--- config.mk ---
export PLATFORM = sky130hd
export DESIGN_NAME = stream_rr_mux
export DESIGN_NICKNAME = d
export VERILOG_FILES = /design/src/rtl/stream_mux_pkg.sv /design/src/rtl/rr_arbiter.sv /design/src/rtl/stream_rr_mux.sv
export SDC_FILE = /design/constraint.sdc
export NUM_CORES = 1
export LEC_CHECK = 0
export ABC_AREA = 1
export CAP_MARGIN = 5
export CORE_MARGIN = 1.5
export CORE_UTILIZATION = 43
export DETAILED_ROUTE_END_ITERATION = 6
export GPL_ROUTABILITY_DRIVEN = 0
export GPL_TIMING_DRIVEN = 0
export PLACE_DENSITY = 0.82
export SETUP_SLACK_MARGIN = 0.3
export SLEW_MARGIN = 20
export SYNTH_ARGS = -nofsm -noshare
export SYNTH_HDL_FRONTEND = slang
export SYNTH_SLANG_ARGS = --single-unit
--- constraint.sdc ---
create_clock -name Clk -period 2.2 [get_ports Clk]
set_input_delay 0.33 -clock Clk [delete_from_list [all_inputs] [get_ports Clk]]
set_output_delay 0.33 -clock Clk [all_outputs]
set_load 0.02 [all_outputs]
--- src/rtl/stream_mux_pkg.sv ---
// rtl/stream_mux_pkg.sv - shared types and mode constants for stream_rr_mux
package stream_mux_pkg;

  typedef enum logic {
    ARB  = 1'b0,
    LOCK = 1'b1
  } state_t;

  localparam int MODE_RR    = 0;
  localparam int MODE_FIXED = 1;

endpackage

--- src/rtl/rr_arbiter.sv ---
// rtl/rr_arbiter.sv - combinational search for the first request at or above ptr, wrapping
module rr_arbiter #(
  parameter  int CHANNELS = 4,
  localparam int SEL_W    = $clog2(CHANNELS)
) (
  input  logic [CHANNELS-1:0] req,
  input  logic [SEL_W-1:0]    ptr,
  output logic [CHANNELS-1:0] grant,
  output logic [SEL_W-1:0]    idx,
  output logic                any
);

  logic [SEL_W-1:0] cand;

  always_comb begin
    grant = '0;
    idx   = '0;
    any   = 1'b0;
    cand  = '0;
    for (int off = 0; off < CHANNELS; off++) begin
      cand = SEL_W'((int'(ptr) + off) % CHANNELS);
      if (!any && req[cand]) begin
        any         = 1'b1;
        idx         = cand;
        grant[cand] = 1'b1;
      end
    end
  end

endmodule

--- src/rtl/stream_rr_mux.sv ---
// rtl/stream_rr_mux.sv - N-channel valid/ready stream mux with packet locking and a registered output
module stream_rr_mux
  import stream_mux_pkg::*;
#(
  parameter  int WIDTH    = 4,
  parameter  int CHANNELS = 4,
  parameter  int MODE     = MODE_RR,
  localparam int SEL_W    = $clog2(CHANNELS)
) (
  input  logic                      Clk,
  input  logic                      Rst_n,
  input  logic [CHANNELS*WIDTH-1:0] In_Data,
  input  logic [CHANNELS-1:0]       In_Valid,
  input  logic [CHANNELS-1:0]       In_Last,
  output logic [CHANNELS-1:0]       In_Ready,
  input  logic [SEL_W-1:0]          Select,
  output logic [WIDTH-1:0]          Out_Data,
  output logic                      Out_Valid,
  output logic                      Out_Last,
  output logic [SEL_W-1:0]          Out_Chan,
  input  logic                      Out_Ready
);

  state_t               state, state_next;
  logic [SEL_W-1:0]     lock_chan, lock_next;
  logic [SEL_W-1:0]     rr_ptr, ptr_next;
  logic [CHANNELS-1:0]  rr_grant;
  logic [SEL_W-1:0]     rr_idx;
  logic                 rr_any;
  logic [CHANNELS-1:0]  grant_oh;
  logic [SEL_W-1:0]     grant_idx;
  logic                 grant_any;
  logic                 load;
  logic                 xfer;
  logic [WIDTH-1:0]     sel_data;
  logic                 sel_last;

  rr_arbiter #(.CHANNELS(CHANNELS)) u_rr_arbiter (
    .req   (In_Valid),
    .ptr   (rr_ptr),
    .grant (rr_grant),
    .idx   (rr_idx),
    .any   (rr_any)
  );

  assign load = !Out_Valid || Out_Ready;

  // A locked packet owns the output until its last beat, whatever Select or other valids do.
  always_comb begin
    grant_idx = '0;
    grant_any = 1'b0;
    grant_oh  = '0;
    if (state == LOCK) begin
      grant_idx = lock_chan;
      grant_any = In_Valid[lock_chan];
      grant_oh  = grant_any ? (CHANNELS'(1) << lock_chan) : '0;
    end else if (MODE == MODE_FIXED) begin
      grant_idx = Select;
      grant_any = (int'(Select) < CHANNELS) && In_Valid[Select];
      grant_oh  = grant_any ? (CHANNELS'(1) << Select) : '0;
    end else begin
      grant_idx = rr_idx;
      grant_any = rr_any;
      grant_oh  = rr_grant;
    end
  end

  assign In_Ready = (load && Rst_n) ? grant_oh : '0;
  assign xfer     = |In_Ready;

  always_comb begin
    sel_data = '0;
    sel_last = 1'b0;
    for (int i = 0; i < CHANNELS; i++) begin
      if (grant_oh[i]) begin
        sel_data = In_Data[i*WIDTH +: WIDTH];
        sel_last = In_Last[i];
      end
    end
  end

  always_comb begin
    state_next = state;
    lock_next  = lock_chan;
    ptr_next   = rr_ptr;
    if (xfer) begin
      if (sel_last) begin
        state_next = ARB;
        ptr_next   = (grant_idx == SEL_W'(CHANNELS - 1)) ? '0 : grant_idx + SEL_W'(1);
      end else begin
        state_next = LOCK;
        lock_next  = grant_idx;
      end
    end
  end

  always_ff @(posedge Clk or negedge Rst_n) begin
    if (!Rst_n) begin
      state     <= ARB;
      lock_chan <= '0;
      rr_ptr    <= '0;
    end else begin
      state     <= state_next;
      lock_chan <= lock_next;
      rr_ptr    <= ptr_next;
    end
  end

  always_ff @(posedge Clk or negedge Rst_n) begin
    if (!Rst_n) begin
      Out_Valid <= 1'b0;
      Out_Data  <= '0;
      Out_Last  <= 1'b0;
      Out_Chan  <= '0;
    end else if (xfer) begin
      Out_Valid <= 1'b1;
      Out_Data  <= sel_data;
      Out_Last  <= sel_last;
      Out_Chan  <= grant_idx;
    end else if (Out_Ready) begin
      Out_Valid <= 1'b0;
    end
  end

endmodule

==> results of run 1 <==
worst max-delay path: cells and delay by family (launching register included):
kind	cells	cell delay, ps
fa+ha+maj	1	300
flops	1	380
buf+inv	5	400
simple gates	8	770
power by group through the flow:
stage               Sequential (mW)  Clock (mW)  Combinational [mW]
floorplan                     0.529           0                1.70
global placement              0.462           0                2.31
detailed placement            0.464           0                2.33
CTS                           0.439       0.156                2.79
global route                  0.459       0.166                3.77
finish                        0.446       0.156                3.50
cell families after synthesis:
| kind of cell | Yosys count |
|---|---|
| simple gates | 141 |
| buf+inv | 32 |
| compound gates | 23 |
| flops | 13 |
| fa+ha+maj | 7 |
| xor+xnor | 1 |
synthesized netlist by cell type (all sizes together):
| cell | n |
|---|---|
| a21oi | 10 |
| buf | 2 |
| ha | 7 |
| nor3 | 2 |
| nand3 | 18 |
| nor2 | 29 |
| nand3b | 2 |
| inv | 29 |
| nand2 | 83 |
| dfrtp | 13 |
| xor2 | 1 |
| clkinv | 1 |
| nand4 | 7 |
| o21ai | 13 |
stage by stage:
step	hold slack (ps)	power (mW)	cell area, um^2
3_3_place_gp	468	2.77	1840
4_1_cts	154	3.38	2040
2_1_floorplan	34.4	2.23	1410
6_report	145	4.10	2290
3_5_place_dp	465	2.80	1840
5_1_grt	195	4.39	2290
path summary, 6_finish.rpt:
check | end | slack [ps] | cells after the start
min | Out_Data[1] | 150 | 1
max | In_Ready[1] | -280 | 14
min reg2reg | Out_Chan[1] | 490 | 2
max reg2reg | lock_chan[1] | -260 | 19
min in group Clk | Out_Chan[1] | 490 | 2
max in group asynchronous | rr_ptr[0] | 1640 | 1
area by class of cell:
class	instances	share of cell area, %
inverter	30	5.78
clock buffer	3	0.982
buffer	2	0.982
multi-input combinational	173	49.3
tap	44	2.40
timing repair buffer	64	26.1
clock inverter	1	0.218
sequential	13	14.3
flip-flops by register name, indices dropped and copies added (netlist names):
name,count
Out_Chan,2
Out_Data,4
Out_Last,1
Out_Valid,1
lock_chan,2
rr_ptr,2
state,1
routing by layer:
layer / wire, um / share of wire [%] / vias to the layer above / track usage [%]
li1: - / - / 832 / -
met1: 1780 / 40 / 794 / 29.3
met2: 2420 / 54 / 55 / 38.3
met3: 173 / 3.9 / 6 / 1.75
met4: 68 / 1.5 / 0 / 8.44
met5: 0 / 0 / - / 0
timing repair:
item / in CTS / in global routing
buffers inserted: 13 / 12
setup endpoints to repair: 17 / 17
pin swaps: 22 / 20
cloned: 1 / 1
resized for setup: 45 / 41
==> impl_metrics.csv, run 1 <==
group,metric,value,unit
outcome,status,"complete, but fails checks",
outcome,violations,"negative setup slack",
worst_setup_path,critical_path_peak_fanout,8,
sta,fin_setup_tns,-3280,ps
clocking,h-tree-depth,1,
logic_synthesis,synthMuxAreaShare,0,%
route,drt-pass1-iter-count,4,
min_path,hold_class,"in2async",
logic_synthesis,ys_ff_latch,13,
logic_synthesis,synth_fa_ha_area_share,6.39,%
route,vias_per_cell,5.11,
route,routed_wl,4440,um
layout,stdcell_count,330,
logic_synthesis,yosysTopAreaCell,"dfrtp_1",
logic_synthesis,netlist_instances,217,
sta,skew,1.38,ps
clocking,cts-buffers-inserted,3,
grt,grt_pass1_vias,1420,
sta,hold_violations,0,
power_and_ir_drop,seq_power_share,10.9,%
worst_setup_path,cp-start-kind,"register",
logic_synthesis,synth_nets,253,
logic_synthesis,syn_area_per_cell,6.31,um^2
layout,multi_input_area,1130,um^2
worst_setup_path,worstSetupPathType,"reg2out",
clocking,clock_sinks,13,
layout,layout_common_cells,"nand2_1, clkdlybuf4s50_1, nand2_2, nor2_1, buf_4",
logic_synthesis,ys_seq_area_share,23.7,%
logic_synthesis,syn-cell-area,1370,um^2
power_and_ir_drop,p_int,1.90,mW
logic_synthesis,yosys_warnings,0,
clocking,clock_latency,280,ps
clocking,holdBufCountCts,0,
layout,final_common_cell,"nand2_1",
sta,fmax,404,MHz
grt,overflow,0,
worst_setup_path,slowest_stage,"dfrtp_2",
sta,worst_pin_slew,742,ps
power_and_ir_drop,cellPowerDensity,1790,nW/um^2
layout,utilization,75.7,%
logic_synthesis,synth_compound_area_share,8.40,%
power_and_ir_drop,ir_drop,1.18,mV
layout,nFillCells,206,
sta,period_share,113,%
logic_synthesis,synth.area.top_cells,"dfrtp_1, nand2_1, inv_1",
logic_synthesis,synth_top_family_by_area,"simple AND/OR/NAND/NOR gates",
route,via_count,1687,
logic_synthesis,synth_simple_gate_area_share,50.4,%
layout,regArea,328,um^2
layout,syn2layout_area_growth,67.4,%
sta,drv_slew,0,
floorplan,ios,41,
sta,finalSetupViolCount,16,
sta,period_minus_slack,2480,ps
worst_setup_path,required,1870,ps
route,wl_per_cell,13.4,um
route,dr.first_iter.drc_count,116,
worst_setup_path,r2r-start,"rr_ptr[0]",
power_and_ir_drop,pwr-share-clk,3.8,%
grt,grt.total_usage,22.4,%
worst_setup_path,cp.arrival,2150,ps
sta,max_slew_margin,50.0,%
placement,dp.cells,299,
clocking,cts_root_buf,"clkbuf_4",
sta,layout_setup_ws,-277,ps
power_and_ir_drop,p_comb_share,85.3,%
clocking,clock_path_buffers,2,
grt,grt_max_degree,15,
floorplan,num_rows,20,
floorplan,die_y,59.4,um
flow_run,max-cap-violations,0,
worst_setup_path,crit_chain,"buf_6 -> inv_8 -> ha_4 -> inv_4 -> nand2_4 -> nand2_4 -> nor2_8 -> nand4_1 -> nand3_2 -> nand2_1 -> nand2_2 -> nand2_2 -> inv_4 -> buf_6",
layout,nets,323,
route,ant_nets,0,
power_and_ir_drop,leakage,1.17,nW
sta,rsz0062_at_grt,"true",
clocking,cts.clk_slew.worst_paths,90,ps
worst_setup_path,endpoint_kind,"output port",
placement,dp_hpwl,2630,um
floorplan,core,3030,um^2
layout,diodes,0,
clocking,cts_tree,"yes",
worst_setup_path,crit_start,"rr_ptr[0]",
worst_setup_path,critPathMaxStageDelay,380,ps
placement,place_ws,-698,ps
floorplan,dieArea,3530,um^2
layout,drive_gt1_share,37.4,%
placement,port_buffers,38,
grt,grt_first_pass_wirelength,6080,um
floorplan,initial_core_util,45.2,%
logic_synthesis,yosysTopAreaCellShare,23.7,%
power_and_ir_drop,switching_share,53.6,%
power_and_ir_drop,p_switching,2.20,mW
logic_synthesis,synth-xor-area-share,0.639,%
floorplan,dieWidth,59.4,um
grt,antenna_found_initial,0,
logic_synthesis,synth.distinct_cells,24,
route,route.detailed.drc,0,
(Power assumes the default switching activity.)
==> inputs of run 2 (changes only) <==
GPL_TIMING_DRIVEN = not set   (was 0)
==> impl_metrics.csv, run 2 (synthesized netlist as in run 1, its figures left out) <==
group,metric,value,unit
route,vias_per_cell,5.11,
clocking,clock_path_buffers,2,
clocking,cts.clk_slew.worst_paths,70,ps
sta,worst_pin_slew,402,ps
grt,grt.total_usage,28.3,%
sta,skew,0.919,ps
route,drt-pass1-iter-count,5,
flow_run,max-cap-violations,0,
sta,drv_slew,0,
route,via_count,1763,
floorplan,initial_core_util,45.2,%
worst_setup_path,regToRegSetupSlack,-200,ps
clocking,cts_root_buf,"clkbuf_4",
worst_setup_path,crit_end,"rr_ptr[1]",
outcome,status,"complete, but fails checks",
clocking,cts_tree,"yes",
layout,diodes,0,
clocking,clock_latency,280,ps
clocking,cts-buffers-inserted,3,
layout,stdcell_count,345,
sta,fin_setup_tns,-2140,ps
sta,rsz0062_at_grt,"true",
placement,place_ws,-544,ps
sta,finalSetupViolCount,16,
worst_setup_path,cp-start-kind,"register",
outcome,violations,"negative setup slack",
sta,hold_violations,0,
floorplan,die_y,59.4,um
placement,port_buffers,38,
placement,dp.cells,331,
power_and_ir_drop,cellPowerDensity,1800,nW/um^2
floorplan,dieArea,3530,um^2
floorplan,dieWidth,59.4,um
worst_setup_path,regToRegEndpoint,"rr_ptr[1]",
layout,drive_gt1_share,40.2,%
clocking,h-tree-depth,1,
power_and_ir_drop,ir_drop,1.17,mV
worst_setup_path,cp.arrival,2580,ps
worst_setup_path,worstSetupPathType,"reg2reg",
sta,max_slew_margin,72.9,%
layout,largest_reg_flops,4,
layout,final_common_cell,"nand2_1",
power_and_ir_drop,fin_total_pwr,4.32,mW
sta,whs,378,ps
layout,nFillCells,185,
grt,grt_first_pass_wirelength,7420,um
route,ant_nets,0,
worst_setup_path,endpoint_kind,"register",
worst_setup_path,critical_path_peak_fanout,5,
route,route.detailed.drc,0,
worst_setup_path,r2r-start,"rr_ptr[0]",
placement,dp_hpwl,3240,um
power_and_ir_drop,leakage,1.22,nW
floorplan,core,3030,um^2
floorplan,num_rows,20,
min_path,hold_class,"in2async",
sta,period_share,109,%
layout,nets,338,
worst_setup_path,required,2380,ps
layout,layout_common_cells,"nand2_1, clkdlybuf4s50_1, buf_4",
sta,fmax,417,MHz
layout,utilization,79.3,%
sta,layout_setup_ws,-199,ps
floorplan,ios,41,
route,wl_per_cell,14.3,um
placement,placed_cell_area,2070,um^2
route,routed_wl,4940,um
route,dr.first_iter.drc_count,90,
grt,overflow,0,
grt,antenna_found_initial,0,
clocking,clock_sinks,13,
layout,design_area,2400,um^2
sta,period_minus_slack,2400,ps
worst_setup_path,crit_start,"rr_ptr[0]",
worst_setup_path,rr_worst_depth,15,
layout,max_flop_register,"Out_Data",
grt,grt_pass1_vias,1651,
grt,grt_max_degree,14,
layout,syn2layout_area_growth,75.2,%
## run 2: cell types whose count changed in the layout (fill, tap and decap cells not counted), sizes merged
cell,before,now
dlygate4sd2,1,0
clkinv,2,1
clkbuf,3,4
clkdlybuf4s50,33,34
nor2,30,29
buf,32,48
## run 2: worst min-delay path by stage
stage / startpoint / endpoint / slack, ps / cells after the start
final: Rst_n / Out_Data[2] / 380 / 2
after global placement: Out_Chan[1] / Out_Chan[1] / 470 / 2
after floorplan: Rst_n / Out_Chan[0] / 30 / 0
after detailed placement: Out_Last / Out_Last / 480 / 2
after CTS: Rst_n / state / 380 / 2
after global routing: Rst_n / state / 410 / 2
## run 2: repair_timing
item | 4_1_cts | 5_1_grt
pin swaps | 32 | 4
endpoints found under the setup margin | 17 | 17
hold buffers | 0 | 0
setup buffers | 9 | 1
gates resized for setup | 79 | 10
## run 2: metal layers
layer,global-route usage [%],wire length [um]
met5,0,0
met4,19.2,194
met3,2.40,272
met2,46.9,2560
met1,34.5,1910
## run 2: layout make-up
type | instances | area, um^2 | share of cell area (%)
flip-flops and latches | 13 | 328 | 13.7
multi-input cells | 172 | 1100 | 45.9
repair buffers | 82 | 761 | 31.7
well taps | 44 | 55.1 | 2.29
inverters | 30 | 128 | 5.32
clock buffers | 4 | 26.3 | 1.09
## run 2: critical path: stages (launching register included)
cell and delay, ps:
dfrtp_2 420, inv_8 40, ha_4 310, inv_4 60, nand3_2 100, nand2_4 70
nor2_4 140, buf_4 140, nor2_1 30, o21ai_0 240, o21ai_0 160, nand2_1 90
o21ai_0 160, xor2_1 180, nand3_1 100, nand2_1 50
## run 2: where the power goes
group	switching, mW	leakage [nW]	total (mW)	internal (mW)
Clock	0.0791	0.0150	0.150	0.0706
Sequential	0.0988	0.158	0.462	0.363
Combinational	2.06	1.05	3.70	1.65
